## src/rtl/tile_pkg.sv

```systemverilog
// Shared geometry constants, lock-state encoding and tile indexing for the
// 2048 tile raster scanner.
package tile_pkg;

    localparam int TILE_PX  = 120;
    localparam int GRID     = 4;
    localparam int BOARD_PX = TILE_PX * GRID;
    localparam int H_TOTAL  = 800;
    localparam int V_TOTAL  = 525;

    typedef enum logic {
        UNLOCKED = 1'b0,
        LOCKED   = 1'b1
    } lock_state_e;

    // Tile k = row*4 + col; with GRID=4 this is a plain concatenation.
    function automatic logic [3:0] tile_index(input logic [1:0] trow,
                                              input logic [1:0] tcol);
        return {trow, tcol};
    endfunction

endpackage

```

## src/rtl/tile_axis_counter.sv

```systemverilog
// One raster axis: tracks the pixel offset inside a tile and the tile number,
// restarting at coordinate 0 and freezing once the coordinate leaves the board.
module tile_axis_counter
    import tile_pkg::*;
(
    input  logic       clk,
    input  logic       rst_n,
    input  logic       step,
    input  logic [9:0] coord,
    output logic [6:0] lidx,
    output logic [1:0] tidx
);

    always_ff @(posedge clk) begin
        if (!rst_n) begin
            lidx <= '0;
            tidx <= '0;
        end else if (step) begin
            if (coord == '0) begin
                lidx <= '0;
                tidx <= '0;
            end else if (coord >= 10'(BOARD_PX)) begin
                lidx <= lidx;
                tidx <= tidx;
            end else if (lidx == 7'(TILE_PX - 1)) begin
                lidx <= '0;
                tidx <= tidx + 2'd1;
            end else begin
                lidx <= lidx + 7'd1;
            end
        end
    end

endmodule

```

## src/rtl/tile_scan_ctrl.sv

```systemverilog
// Counter-based pixel-to-tile decoder with raster lock tracking and a
// vblank-gated displayed-board register, two-cycle fixed latency.
module tile_scan_ctrl
    import tile_pkg::*;
(
    input  logic        clk,
    input  logic        rst_n,
    input  logic        pix_en,
    input  logic [9:0]  col_addr,
    input  logic [8:0]  row_addr,
    input  logic        upd_req,
    input  logic [63:0] upd_board,
    output logic        upd_ack,
    output logic        out_valid,
    output logic [5:0]  area,
    output logic [13:0] addr,
    output logic [3:0]  tile_val,
    output logic        locked,
    output logic        sync_err
);

    lock_state_e state, state_nxt;
    logic        disc, vld_nxt, col_jump, row_jump;
    logic [9:0]  prev_col;
    logic [8:0]  prev_row;
    logic        vblank;
    logic [63:0] disp_board;

    logic        vld_p1, in_board_p1;
    logic [6:0]  lcol_p1, lrow_p1;
    logic [1:0]  tcol_p1, trow_p1;
    logic [3:0]  tidx_p1;

    logic        vld_p2;
    logic [5:0]  area_p2;
    logic [13:0] addr_p2;
    logic [3:0]  tile_val_p2;

    assign col_jump = (col_addr != '0) && (col_addr != prev_col + 10'd1);
    assign row_jump = (row_addr != prev_row) && (row_addr != '0) &&
                      ({1'b0, row_addr} != {1'b0, prev_row} + 10'd1);

    always_comb begin
        state_nxt = state;
        disc      = 1'b0;
        vld_nxt   = 1'b0;
        if (pix_en) begin
            case (state)
                UNLOCKED: begin
                    if (col_addr == '0 && row_addr == '0) begin
                        state_nxt = LOCKED;
                        vld_nxt   = 1'b1;
                    end
                end
                LOCKED: begin
                    if (col_jump || row_jump) begin
                        disc      = 1'b1;
                        state_nxt = UNLOCKED;
                    end else begin
                        vld_nxt = 1'b1;
                    end
                end
                default: state_nxt = UNLOCKED;
            endcase
        end
    end

    always_ff @(posedge clk) begin
        if (!rst_n) begin
            state    <= UNLOCKED;
            sync_err <= 1'b0;
            prev_col <= '0;
            prev_row <= '0;
            vblank   <= 1'b0;
        end else begin
            state    <= state_nxt;
            sync_err <= sync_err | disc;
            if (pix_en) begin
                prev_col <= col_addr;
                prev_row <= row_addr;
                vblank   <= (row_addr >= 9'(BOARD_PX));
            end
        end
    end

    // A held request re-arms every cycle, so each vblank cycle with req high loads the board.
    always_ff @(posedge clk) begin
        if (!rst_n) begin
            upd_ack    <= 1'b0;
            disp_board <= '0;
        end else begin
            upd_ack <= upd_req & vblank;
            if (upd_req && vblank) disp_board <= upd_board;
        end
    end

    // ---- stage 1: axis counters and board membership ----
    tile_axis_counter u_xcnt (
        .clk   (clk),
        .rst_n (rst_n),
        .step  (pix_en),
        .coord (col_addr),
        .lidx  (lcol_p1),
        .tidx  (tcol_p1)
    );

    tile_axis_counter u_ycnt (
        .clk   (clk),
        .rst_n (rst_n),
        .step  (pix_en && col_addr == '0),
        .coord ({1'b0, row_addr}),
        .lidx  (lrow_p1),
        .tidx  (trow_p1)
    );

    always_ff @(posedge clk) begin
        if (!rst_n) begin
            vld_p1      <= 1'b0;
            in_board_p1 <= 1'b0;
        end else begin
            vld_p1 <= vld_nxt;
            if (pix_en)
                in_board_p1 <= (col_addr < 10'(BOARD_PX)) && (row_addr < 9'(BOARD_PX));
        end
    end

    assign tidx_p1 = tile_index(trow_p1, tcol_p1);

    // ---- stage 2: area, tile-local address and displayed value ----
    always_ff @(posedge clk) begin
        if (!rst_n) begin
            vld_p2      <= 1'b0;
            area_p2     <= '0;
            addr_p2     <= '0;
            tile_val_p2 <= '0;
        end else begin
            vld_p2 <= vld_p1;
            if (vld_p1) begin
                if (in_board_p1) begin
                    area_p2     <= {2'b00, tidx_p1} + 6'd1;
                    addr_p2     <= ({7'b0, lrow_p1} << 7) - ({7'b0, lrow_p1} << 3) + {7'b0, lcol_p1};
                    tile_val_p2 <= disp_board[{tidx_p1, 2'b00} +: 4];
                end else begin
                    area_p2     <= '0;
                    addr_p2     <= '0;
                    tile_val_p2 <= '0;
                end
            end
        end
    end

    assign out_valid = vld_p2;
    assign area      = area_p2;
    assign addr      = addr_p2;
    assign tile_val  = tile_val_p2;
    assign locked    = (state == LOCKED);

endmodule

```

## config.mk

```make
export PLATFORM = sky130hd
export DESIGN_NAME = tile_scan_ctrl
export DESIGN_NICKNAME = d
export VERILOG_FILES = /design/src/rtl/tile_pkg.sv /design/src/rtl/tile_axis_counter.sv /design/src/rtl/tile_scan_ctrl.sv
export SDC_FILE = /design/constraint.sdc
export NUM_CORES = 1
export LEC_CHECK = 0
export ABC_AREA = 1
export ABC_CLOCK_PERIOD_IN_PS = 2300
export CORE_ASPECT_RATIO = 0.7
export CORE_MARGIN = 5
export CORE_UTILIZATION = 53
export CTS_CLUSTER_SIZE = 40
export DETAILED_ROUTE_END_ITERATION = 12
export GPL_TIMING_DRIVEN = 0
export PLACE_DENSITY = 0.87
export SLEW_MARGIN = 20
export SYNTH_ARGS = -nofsm -noshare
export SYNTH_HDL_FRONTEND = slang
export SYNTH_SLANG_ARGS = --single-unit
```

## constraint.sdc

```tcl
create_clock -name clk -period 2.3 [get_ports clk]
set_input_delay 0.46 -clock clk [delete_from_list [all_inputs] [get_ports clk]]
set_output_delay 0.46 -clock clk [all_outputs]
set_load 0.02 [all_outputs]
```

==> summary.md, run 1 <==
| Metric | Value |
|---|---|
| # Post-CTS Setup Buffers | `0` |
| Largest stage delay, worst path | `0.64 ns` |
| Synth area leaders | `dfxtp_1 (41%), o21ai_0 (9.6%), nand2_1 (8.8%)` |
| Max Root-Sink Buffers | `2` |
| Met3 Usage GRT | `6.65%` |
| Post-synthesis mux area share | `0%` |
| Final Core Density | `70.6%` |
| Post-layout power | `5.51 mW` |
| CP Data Arrival Time | `1.48 ns` |
| WL per Instance | `~15 um` |
| Clk_skew | `0.00509 ns` |
| Vias in the first global route | `6202` |
| Crit share post-route | `84.2%` |
| Post-cts sizing count | `0` |
| Slew Viols, Final | `0` |
| Initial antenna violation count | `0` |
| Post-synth EDFFs | `0` |
| Buf+Inv Stages, Crit Path | `1` |
| Critical Path Fanout Max | `5` |
| Global-route wire length before repair | `29500 um` |
| RSZ-0062 raised after global routing | `no` |
| Switching Fraction | `23.2%` |
| Post-DP HPWL | `13400 um` |
| Fmax | `517 MHz` |
| Worst VDD drop | `around 510 uV` |
| Die area | `14300 um2` |
| Filler Cells Inserted | `about 900` |
| Sw Pwr | `around 1.3 mW` |
| DR vias | `6670` |
| Later-pin clock latency in the skew report | `~0.42 ns` |
| Final non-filler cell total | `1202` |
| Core area | `11700 um2` |
| Slowest library cell on the worst path | `clkdlybuf4s50_1` |
| Synthesized area per cell | `7.05 um2` |
| Ys Warns | `0` |
| Worst Tran Pin Value | `0.552 ns` |
| FP Rows | `33` |
| Simple-gate share of the synthesized area | `24.1%` |
| Sequential share of power | `42.4%` |
| Worst hold stages | `2` |
| Via density | `5.55` |
| Leading area contributor after synthesis | `dfxtp_1` |
| Primary FF master, synth | `dfxtp_1` |
| Worst Reg-to-Reg Cells | `9` |
| Final Hold Viols | `0` |
| Ant diodes | `0` |
| Syn Inst Count | `900` |
| Die height | `102 um` |
| Met1 Use GR | `34.4%` |
| Pleak | `3.34 nW` |
| Combinational cell fraction of total power | `7.6%` |
| Setup TNS | `0 ns` |
| Pin count of the biggest net entering global routing | `17` |
| CTS buffer count | `17` |
| Cell Chain, Critical Path | `clkdlybuf4s50_1` |
| Proportion of layout cells with a drive suffix above 1 | `6.70%` |
| PD cells | `around 670 nW/um2` |
| Worst slew margin | `63.2%` |
| TritonCTS clock tree | `built` |
| Yosys cell types | `43` |
| Clock H-tree levels | `4` |
| GRT Total Usage | `around a quarter` |
| Async SR Flop Fraction | `0%` |
| Yosys reg bits | `131` |
| DRT Pass-1 Iters | `6` |
| Hold Path Class | `reg2reg` |
| Synth top area share | `41.3%` |
| Seq/Total Area, Yosys | `between 40% and 50%` |
| CP endpoint kind | `output port` |
| Worst Setup Path Type | `reg2out` |
| Post-synthesis instance area | `6340 um2` |
| Critical path data required time | `1.84 ns` |
| Status | `finished, final reports clean` |
| Min Tclk post-route | `1.94 ns` |
| Cells after DPL | `1170` |
| Critical path launch point type | `flip-flop` |
| Final setup violation count | `0` |
| Area grow syn2layout | `30.5%` |
| Post-Route WL | `18200 um` |
| GR Util met2 | `39.6%` |
| Clock sink total | `about 130` |
| Clk slew on worst S/H paths | `0.06 ns` |
| Synth Area in XOR/XNOR | `2.35%` |
| Root Buffer | `clkbuf_16` |
| DRT iter0 DRCs | `717` |
| Starting Density | `54.1%` |
| Largest family of logic cells by synthesized area | `simple AND/OR/NAND/NOR gates` |
| I/O pins | `115` |
| ANT nets after route | `0` |
| Adder-cell share of the synthesized area | `2.56%` |
| Mapped Nets | `1000` |
| Die X | `141 um` |
| Most used routing layer | `met2` |
| Cts hold-fix bufs | `0` |
| Max-cap violations | `0` |
| GRT overflow | `0` |
| Cell count along the critical path | `1` |
| Power Internal | `~4.2 mW` |
| CP delay by family, top | `buffers and inverters` |
| Routability congestion estimate | `0.939` |
| Compound-Gate Fraction of Synth Area | `21.2%` |
| Clock power share | `50.0%` |
| Fin nets | `1132` |
| Port bufs | `113` |
| Remaining DRCs | `0` |
-- logic make-up after synthesis --
| family | Yosys count |
|---|---|
| buf+inv | 137 |
| other cells | 1 |
| fa+ha+maj | 13 |
| simple gates | 356 |
| xor+xnor | 17 |
| compound gates | 245 |
| flops | 131 |
-- power groups by stage --
stage	registers [mW]	clock network, mW	logic [mW]
after floorplan	2.38	0	0.194
after global placement	2.38	0	0.403
after detailed placement	2.38	0	0.409
after CTS	2.34	2.77	0.414
after global routing	2.34	2.88	0.459
final	2.34	2.75	0.419
-- flip-flops by register name (all words and copies together) (netlist names), 4 cells and up --
signal,cells
prev_col,10
addr,14
u_xcnt.lidx,7
prev_row,9
disp_board,64
tile_val,4
u_ycnt.lidx,7
area,5
-- final cells by class --
type                    count  area (um2)  area share [%]
well taps                 157         196            2.37
clock buffers              17         425            5.14
clock inverters            15         181            2.19
inverters                  97         364            4.40
repair buffers            113        1130            13.7
flip-flops and latches    131        2620            31.7
plain buffers              40         171            2.07
multi-input cells         632        3190            38.5
-- synth_stat cells, types with 2 or more instances --
library cell  count
clkbuf_1         25
a22o_1            2
dfxtp_1         131
nor3_1            8
a21oi_1          72
nand2_1         148
o211ai_1          2
a211oi_1          8
o21ai_1           8
nand3b_1          4
nor2_4            2
and3_1            2
ha_1             13
o22ai_1          14
clkinv_1          2
buf_2            14
inv_1            88
nor2_2            5
xor2_1           10
nor2_1          131
o31ai_1           4
nand4_1          10
inv_2             7
a32o_1            6
nand2_2           3
nand3_1          37
o21ai_0         122
xnor2_1           7
-- routing by layer --
metal	routed length [um]	share of wire, %	vias up
met5	0	0	-
met4	397	2.2	0
met3	1870	10	43
met2	8040	44	348
met1	7910	43	3017
li1	-	-	3262
-- final timing paths --
path | end | slack (ns) | start
setup / recovery | locked | 0.36 | locked
hold / removal | addr[13] | 0.45 | addr[13]
setup reg to reg | addr[8] | 0.37 | u_ycnt.lidx[3]
hold reg to reg | addr[13] | 0.45 | addr[13]
-- worst min-delay path: stages, from the launching register on --
cell and delay (ns):
dfxtp_1 0.31, nand2_1 0.06, nand2_1 0.04
-- stage by stage --
stage	hold WS, ns	worst slack, ns	area [um2]
final	0.453	0.365	8280
after global routing	0.473	0.186	8280
after CTS	0.454	0.371	8280
after detailed placement	0.442	0.0355	7670
after global placement	0.439	0.0450	7670
after floorplan	0.428	0.666	6340
-- cells in the final DEF, fill, tap and decap left out, drive strengths merged, types with 3 or more instances in the layout --
master         Yosys  final
a211oi             9      9
clkbuf            25     42
nand2            151    151
ha                13     13
bufinv             0      3
clkdlybuf4s50      0    113
buf               15     15
xor2              10     10
nor3              10     10
o31ai              4      4
a32o               6      6
o21ai            130    130
dfxtp            131    131
clkinv             2      9
nor2             138    138
xnor2              7      7
o22ai             14     14
inv               95     98
nand3             37     37
a21oi             72     72
nand4             12     12
nand3b             4      4
(Power assumes the default switching activity.)
==> run 2: changes to the inputs <==
- ABC_CLOCK_PERIOD_IN_PS: 2300 -> 1850
- clock period: 2.3 -> 1.85 ns (I/O delays scaled with it)
==> summary.md, run 2 (synthesis results as in run 1) <==
| Metric | Value |
|---|---|
| Status | `finished, final reports clean` |
| Via density | `5.58` |
| Vias in the first global route | `6199` |
| Critical Path Fanout Max | `2` |
| Worst Setup Path Type | `reg2out` |
| PD cells | `815 nW/um2` |
| Slowest library cell on the worst path | `clkdlybuf4s50_1` |
| Clock H-tree levels | `4` |
| Worst Tran Pin Value | `0.547 ns` |
| Fin area | `8420 um2` |
| Post-DP HPWL | `13400 um` |
| DRT Pass-1 Iters | `6` |
| Post-layout power | `6.86 mW` |
| Pin count of the biggest net entering global routing | `17` |
| TritonCTS clock tree | `built` |
| Routability congestion estimate | `0.939` |
| Core area | `11700 um2` |
| Remaining DRCs | `0` |
| CP Data Arrival Time | `1.44 ns` |
| Hold Path Class | `reg2reg` |
| Dpl cell area | `7670 um2` |
| Flop-to-flop setup slack | `0.06 ns` |
| Initial antenna violation count | `0` |
| Area grow syn2layout | `32.8%` |
| Largest stage delay, worst path | `roughly 0.63 ns` |
| Area of the multi-input gates | `3300 um2` |
| Die area | `around 14000 um2` |
| Min Tclk post-route | `1.81 ns` |
| I/O pins | `115` |
| Final setup violation count | `0` |
| Worst VDD drop | `638 uV` |
| Top reg by flops | `disp_board` |
| R2r startpoint | `u_ycnt.lidx[4]` |
| Final Core Density | `a little under three quarters` |
| DRT iter0 DRCs | `654` |
| Starting Density | `54.1%` |
| GRT Total Usage | `25.6%` |
| DR vias | `6707` |
| Die X | `141 um` |
| Worst hold stages | `2` |
| Cell Chain, Critical Path | `clkdlybuf4s50_1` |
| Largest register FFs | `64` |
| Clk_skew | `0.00502 ns` |
| Clk slew on worst S/H paths | `0.06 ns` |
| Fin nets | `1133` |
| ANT nets after route | `0` |
| CP delay by family, top | `buffers and inverters` |
| Worst slew margin | `63.5%` |
| Commonest non-fill, non-tap cell in the layout | `nand2_1` |
| Max-cap violations | `0` |
| WL per Instance | `15.6 um` |
| Buf+Inv Stages, Crit Path | `1` |
| Flip-flop and latch area | `2630 um2` |
| Hold Crit Start | `tile_val[2]` |
| Worst Reg-to-Reg Cells | `11` |
| FP Rows | `33` |
| Proportion of layout cells with a drive suffix above 1 | `9.46%` |
| Ant diodes | `0` |
| CTS buffer count | `17` |
| Final Hold Viols | `0` |
| Die height | `102 um` |
| Port bufs | `113` |
| Fmax | `552 MHz` |
| Clock sink total | `131` |
| Slew Viols, Final | `0` |
| Most frequent cells in the layout | `nand2_1 (148), nor2_1 (128), dfxtp_1 (124)` |
| RR Endpoint | `addr[10]` |
| Pleak | `3.39 nW` |
| Later-pin clock latency in the skew report | `between 0.4 and 0.5 ns` |
| Cell count along the critical path | `1` |
| Critical path launch point type | `flip-flop` |
| RSZ-0062 raised after global routing | `yes` |
| Global-route wire length before repair | `29500 um` |
| Root Buffer | `clkbuf_16` |
| Crit share post-route | `97.9%` |
| Critical path data required time | `1.48 ns` |
| Filler Cells Inserted | `888` |
| Post-Route WL | `18700 um` |
| Endpoint, Worst Hold | `tile_val[2]` |
| CP endpoint kind | `output port` |
| Max Root-Sink Buffers | `2` |
| GRT overflow | `0` |
[run 2: changes by cell type in the layout (fill, tap and decap cells not counted), sizes merged]
cell	before	now
clkbuf	42	44
buf	15	14
clkdlybuf4s50	113	112
dlymetal6s2s	0	1
[run 2: routing by layer]
metal / up-vias / global-route usage (%) / wire length, um / part of all wire, %
li1: 3266 / - / - / -
met1: 3044 / 34.4 / 8110 / 43
met2: 348 / 39.6 / 8270 / 44
met3: 49 / 6.65 / 1860 / 9.9
met4: 0 / 10.9 / 486 / 2.6
met5: - / 0 / 0 / 0
[run 2: cell type report]
cell class | count | area share (%)
Multi-Input combinational cell | 632 | 39.2
Sequential cell | 131 | 31.2
Timing Repair Buffer | 114 | 13.5
Clock buffer | 17 | 5.05
Inverter | 97 | 4.32
Tap cell | 157 | 2.33
Clock inverter | 15 | 2.15
Buffer | 40 | 2.14
[run 2: worst max-delay path by stage]
stage                   start        endpoint  slack, ns
6_report              area[4]         area[4]       0.04
5_1_grt        u_ycnt.lidx[4]        addr[10]      -0.09
4_1_cts        u_ycnt.lidx[2]        addr[10]      0.005
3_5_place_dp      col_addr[9]  u_xcnt.lidx[0]      -0.32
3_3_place_gp      row_addr[5]  u_ycnt.tidx[1]      -0.31
2_1_floorplan  u_ycnt.lidx[3]        addr[13]       0.22
[run 2: repair_timing]
| action | 4_1_cts | 5_1_grt |
|---|---|---|
| pin swaps | 0 | 3 |
| resized for setup | 2 | 38 |
| setup buffers | 0 | 1 |
| endpoints found under the hold margin | 0 | 0 |
| setup endpoints to repair | 5 | 29 |
| hold buffers | 0 | 0 |
[run 2: power by group]
group | internal, mW | switching, mW | total, mW | leakage [nW]
Clock | 2.13 | 1.30 | 3.43 | 0.294
Sequential | 2.87 | 0.0409 | 2.91 | 1.06
Combinational | 0.268 | 0.260 | 0.528 | 2.03
Total | 5.26 | 1.60 | 6.86 | 3.39
[run 2: worst min-delay path, cell delays in order (launching register included)]
cell	delay [ns]
dfxtp_1	0.31
nand2_1	0.06
nand2_1	0.04
[run 2: through the flow]
step	hold WS (ns)	std cells	worst slack [ns]	setup TNS (ns)
5_1_grt	0.473	1203	-0.0931	-0.179
3_5_place_dp	0.442	1170	-0.325	-19.59
6_report	0.452	1203	0.0389	0
2_1_floorplan	0.428	900	0.216	0
3_3_place_gp	0.439	1170	-0.315	-17.45
4_1_cts	0.454	1202	0.00478	0
